$ cat src/rtl/video_timing_ctrl.sv
// Pong raster timing: pixel-enable divider, H/V pixel counters and blanking/sync sequencers.
// Every output is registered and updates on the same CLK_DRV edge as the count it describes.
module video_timing_ctrl #(
  parameter int unsigned CLK_DIV      = 4,
  parameter int unsigned H_TOTAL      = 455,
  parameter int unsigned H_SYNC_START = 32,
  parameter int unsigned H_SYNC_END   = 64,
  parameter int unsigned H_BLANK_END  = 80,
  parameter int unsigned V_TOTAL      = 262,
  parameter int unsigned V_SYNC_START = 4,
  parameter int unsigned V_SYNC_END   = 8,
  parameter int unsigned V_BLANK_END  = 16
) (
  input  logic       CLK_DRV,
  input  logic       RESET_N,
  input  logic       RUN,
  output logic       PIX_CE,
  output logic [8:0] HCNT,
  output logic [8:0] VCNT,
  output logic       HBLANK,
  output logic       VBLANK,
  output logic       HSYNC_N,
  output logic       VSYNC_N,
  output logic       LINE_START,
  output logic       FRAME_START
);

  if (CLK_DIV < 1 || CLK_DIV > 16) begin : g_chk_div
    $fatal(1, "video_timing_ctrl: CLK_DIV must be in 1..16");
  end
  if (!(0 < H_SYNC_START && H_SYNC_START < H_SYNC_END && H_SYNC_END <= H_BLANK_END &&
        H_BLANK_END < H_TOTAL && H_TOTAL <= 512)) begin : g_chk_h
    $fatal(1, "video_timing_ctrl: illegal horizontal timing parameters");
  end
  if (!(0 < V_SYNC_START && V_SYNC_START < V_SYNC_END && V_SYNC_END <= V_BLANK_END &&
        V_BLANK_END < V_TOTAL && V_TOTAL <= 512)) begin : g_chk_v
    $fatal(1, "video_timing_ctrl: illegal vertical timing parameters");
  end

  localparam logic [3:0] DIV_LAST = 4'(CLK_DIV - 1);
  localparam logic [8:0] H_LAST   = 9'(H_TOTAL - 1);
  localparam logic [8:0] H_SS     = 9'(H_SYNC_START);
  localparam logic [8:0] H_SE     = 9'(H_SYNC_END);
  localparam logic [8:0] H_BE     = 9'(H_BLANK_END);
  localparam logic [8:0] V_LAST   = 9'(V_TOTAL - 1);
  localparam logic [8:0] V_SS     = 9'(V_SYNC_START);
  localparam logic [8:0] V_SE     = 9'(V_SYNC_END);
  localparam logic [8:0] V_BE     = 9'(V_BLANK_END);

  typedef enum logic [1:0] {StPre, StSync, StPost, StAct} seg_e;

  logic [3:0] div_q;
  seg_e       h_state_q, h_state_d;
  seg_e       v_state_q, v_state_d;
  logic [8:0] hcnt_d, vcnt_d;
  logic       h_wrap, v_wrap;

  // Segment transitions are keyed on the count the segment will describe after this step.
  function automatic seg_e seg_next(input seg_e cur, input logic [8:0] nxt,
                                    input logic [8:0] s_start, input logic [8:0] s_end,
                                    input logic [8:0] b_end);
    seg_e res;
    res = cur;
    case (cur)
      StPre:   if (nxt == s_start) res = StSync;
      StSync:  if (nxt == s_end) res = (s_end == b_end) ? StAct : StPost;
      StPost:  if (nxt == b_end) res = StAct;
      StAct:   if (nxt == 9'd0) res = StPre;
      default: res = StPre;
    endcase
    return res;
  endfunction

  always_comb begin
    h_wrap    = (HCNT == H_LAST);
    v_wrap    = (VCNT == V_LAST);
    hcnt_d    = h_wrap ? 9'd0 : 9'(HCNT + 9'd1);
    vcnt_d    = v_wrap ? 9'd0 : 9'(VCNT + 9'd1);
    h_state_d = seg_next(h_state_q, hcnt_d, H_SS, H_SE, H_BE);
    v_state_d = seg_next(v_state_q, vcnt_d, V_SS, V_SE, V_BE);
  end

  always_ff @(posedge CLK_DRV or negedge RESET_N) begin
    if (!RESET_N) begin
      div_q       <= 4'd0;
      HCNT        <= 9'd0;
      VCNT        <= 9'd0;
      h_state_q   <= StPre;
      v_state_q   <= StPre;
      PIX_CE      <= 1'b0;
      LINE_START  <= 1'b0;
      FRAME_START <= 1'b0;
      HBLANK      <= 1'b1;
      VBLANK      <= 1'b1;
      HSYNC_N     <= 1'b1;
      VSYNC_N     <= 1'b1;
    end else if (!RUN) begin
      // Frozen: levels and div hold, strobes drop so no pixel is issued twice.
      PIX_CE      <= 1'b0;
      LINE_START  <= 1'b0;
      FRAME_START <= 1'b0;
    end else if (div_q == DIV_LAST) begin
      div_q       <= 4'd0;
      PIX_CE      <= 1'b1;
      HCNT        <= hcnt_d;
      h_state_q   <= h_state_d;
      HBLANK      <= (h_state_d != StAct);
      HSYNC_N     <= (h_state_d != StSync);
      LINE_START  <= h_wrap;
      FRAME_START <= h_wrap && v_wrap;
      if (h_wrap) begin
        VCNT      <= vcnt_d;
        v_state_q <= v_state_d;
        VBLANK    <= (v_state_d != StAct);
        VSYNC_N   <= (v_state_d != StSync);
      end
    end else begin
      div_q       <= 4'(div_q + 4'd1);
      PIX_CE      <= 1'b0;
      LINE_START  <= 1'b0;
      FRAME_START <= 1'b0;
    end
  end

endmodule

$ cat config.mk
export PLATFORM = sky130hd
export DESIGN_NAME = video_timing_ctrl
export DESIGN_NICKNAME = d
export VERILOG_FILES = /design/src/rtl/video_timing_ctrl.sv
export SDC_FILE = /design/constraint.sdc
export NUM_CORES = 1
export LEC_CHECK = 0
export ABC_AREA = 1
export CORE_ASPECT_RATIO = 2
export CORE_MARGIN = 2
export CORE_UTILIZATION = 52
export CTS_BUF_LIST = sky130_fd_sc_hd__clkbuf_8
export CTS_CLUSTER_DIAMETER = 30
export DETAILED_ROUTE_END_ITERATION = 16
export PLACE_DENSITY_LB_ADDON = 0.05
export SETUP_SLACK_MARGIN = 0.1
export SLEW_MARGIN = 20
export SYNTH_ARGS = -nofsm -noshare
export SYNTH_HDL_FRONTEND = slang
export SYNTH_SLANG_ARGS = --single-unit
$ cat constraint.sdc
create_clock -name CLK_DRV -period 1.62 [get_ports CLK_DRV]
set_input_delay 0.162 -clock CLK_DRV [delete_from_list [all_inputs] [get_ports CLK_DRV]]
set_output_delay 0.162 -clock CLK_DRV [all_outputs]
set_load 0.01 [all_outputs]
==> impl_metrics.toml <==
[synth]
ys_seq_elements = 33
synth-seq-area-share = 0.373
synth_async_sr_flop_share = 1.00
synth_edf_count = 0
synth_top_cell_by_area = "dfrtp_1"
synth_nets = 303
synthTopCellsByArea = "dfrtp_1, nand2_1, nand3_1"
netlist_instances = 295
ys.flop_type = "dfrtp_1"
yosysUniqueCellTypes = 31
synth.most_common_cell = "nand2_1"
syn_area_mm2 = 0.00223
syn_avg_cell_area_um2 = 7.55
yosysTopAreaCellShare = 0.326
synth.top_cells.by_count = "nand2_1, inv_1, dfrtp_1"
ys_warn_count = 0

[sta]
finalSetupViolations = 8
fin_ws_ns = -0.228
fin_hold_ws_ns = 0.283
rsz0062_at_grt = "yes"
relSlewSlack = 0.706
hold_viol_final = 0
period_needed_ns = 1.85
finalClockSkew_ns = 0.00433
fmax_mhz = 541
tightest_slew_ns = 0.440
drv_slew = 0
finalCritPeriodShare = 1.14

[detailed_routing]
first_pass_iters = 4
drt_iter0_drc = 48
detail-route-antenna-nets = 0
drc = 0
via_per_inst = 5.15
num_vias = 2198
wl_per_cell_um = 14.0
wl_um = 5980

[clocking]
hold_buffers = 0
cts.path.max_buffers = 2
cts_tree = "done"
clk_transition_reported_paths_ns = 0.07
insertion_delay_ns = 0.29
cts-root-buf = "clkbuf_8"
clock_sinks = 33
cts.htree.levels = 2
cts_buffers = 5

[final_layout]
fillers = 272
drive_above_1_share = 0.395
fin_util = 0.794
nNetsFinal = 382
area_growth_pct = 45.6
insertedDiodeCount = 0

[pwr]
power.density_mw_per_mm2 = 1340
netSwitchingPower_mw = 1.74
pwr-share-clk = 0.188
leakagePower_nw = 1.59
p_sw_frac = 0.402
p_int_mw = 2.59
pwr-share-comb = 0.503
ir_drop_v = 0.00125
p_seq_frac = 0.309

[grt]
gr-usage-met1 = 0.263
grt_usage = 0.271
antenna_found_initial = 0
grt_busiest_layer = "met2"
grt_max_degree = 34
grt_pass1_vias = 2233
grt_overflow = 0
grt.met3_usage = 0.0354
met2_usage = 0.544
grt_pass1_wl_um = 9930

[floorplanning]
fp-row-count = 33
die_area_mm2 = 0.00486
ios = 28
core-area_mm2 = 0.00409
die_h_um = 96.6
start_util = 0.545
die_x_um = 50.3

[worst_setup_path]
crit_path_end_kind = "flop"
worstPathCellList = "ha_2 > nand2_2 > nor2_4 > nand2_2 > nand2_2 > nand2_2 > nor2_8 > nand2_1 > nand2_1 > nand3_4 > nand3_1 > o21ai_1"
crit_path_frequent_cell = "nand2_2"
max_stage_delay_ns = 0.41
arrival_ns = 2.02
cp_max_fo = 5
rr_worst_depth = 12
worst_setup_path_start_kind = "flop"
cp_slowest_cell = "dfrtp_2"
required_ns = 1.80
critPathKind = "flop to flop"

[flow_run]
cap_violations = 0

[min_path]
hold_class = "primary input to async pin"

[place]
dp_hpwl_um = 4290
gp_congestion = 0.941
port_buffers = 27

[outcome]
violations = "setup timing"
status = "complete, but fails checks"
-- metal layers --
layer	wire length (um)	share of wire
met5	0	0
met4	194	0.032
met3	130	0.022
met2	3550	0.59
met1	2100	0.35
-- per-stage QoR --
stage	cells	TNS (ns)	power, mW	area (um^2)	setup slack (ns)
3_3_place_gp	413	-0.991	3.27	2930	-0.175
3_5_place_dp	413	-1.20	3.29	2930	-0.208
6_report	427	-1.35	4.33	3240	-0.228
4_1_cts	424	-1.18	4.27	3150	-0.211
5_1_grt	427	-2.70	4.65	3240	-0.341
2_1_floorplan	295	-0.303	2.38	2300	-0.0744
-- final timing paths --
| path | startpoint | endpoint | slack (ns) |
|---|---|---|---|
| min in group CLK_DRV | HSYNC_N | HSYNC_N | 0.47 |
| max in group asynchronous | RESET_N | HBLANK | 0.98 |
| max reg2reg | VCNT[0] | v_state_q[0] | -0.23 |
| min reg2reg | HSYNC_N | HSYNC_N | 0.47 |
| max | VCNT[0] | v_state_q[0] | -0.23 |
| min | RESET_N | FRAME_START | 0.28 |
-- kinds of logic after synthesis --
family / synth area share
compound gates: 0.0910
xor+xnor: 0.0118
fa+ha+maj: 0.0281
buf+inv: 0.0685
flops: 0.373
simple gates: 0.428
-- area by class of cell --
| type | count | area, um^2 | share of cell area |
|---|---|---|---|
| Clock inverter | 2 | 33.8 | 0.0104 |
| Tap cell | 52 | 65.1 | 0.0201 |
| Inverter | 37 | 149 | 0.0459 |
| Clock buffer | 6 | 82.6 | 0.0255 |
| Sequential cell | 33 | 840 | 0.259 |
| Timing Repair Buffer | 75 | 646 | 0.199 |
| Multi-Input combinational cell | 222 | 1430 | 0.440 |
-- cell usage in the layout, fill, tap and decap left out, drive strengths merged, types with 7 or more instances in the layout --
master         count
buf               48
clkdlybuf4s50     15
dfrtp             29
dlygate4sd2        7
inv               38
nand2             90
nand3             37
nand4              8
nor2              42
o21ai             28
-- flip-flops by register name, indices dropped and copies added, names as in the netlist --
name and cells:
FRAME_START 1, HBLANK 1, HCNT 9, HSYNC_N 1, LINE_START 1, PIX_CE 1
VBLANK 1, VCNT 9, VSYNC_N 1, div_q 4, h_state_q 2, v_state_q 2
-- worst max-delay path: cells and delay by family (launching register included) --
| family | cells | cell delay, ns |
|---|---|---|
| compound gates | 1 | 0.06 |
| fa+ha+maj | 1 | 0.21 |
| flops | 1 | 0.41 |
| simple gates | 10 | 1.05 |
-- power groups by stage --
stage          Sequential, mW  Combinational [mW]  Clock, mW
5_1_grt                  1.37                2.43      0.854
6_report                 1.34                2.18      0.814
2_1_floorplan            1.41               0.970          0
4_1_cts                  1.33                2.12      0.823
3_3_place_gp             1.33                1.94          0
3_5_place_dp             1.33                1.96          0
-- repair_timing --
item	4_1_cts	5_1_grt
buffers inserted	3	3
pin swaps	9	4
gates cloned	0	0
endpoints found under the setup margin	24	27
resized for setup	34	21
No activity file was read; power rests on OpenSTA's default activity.
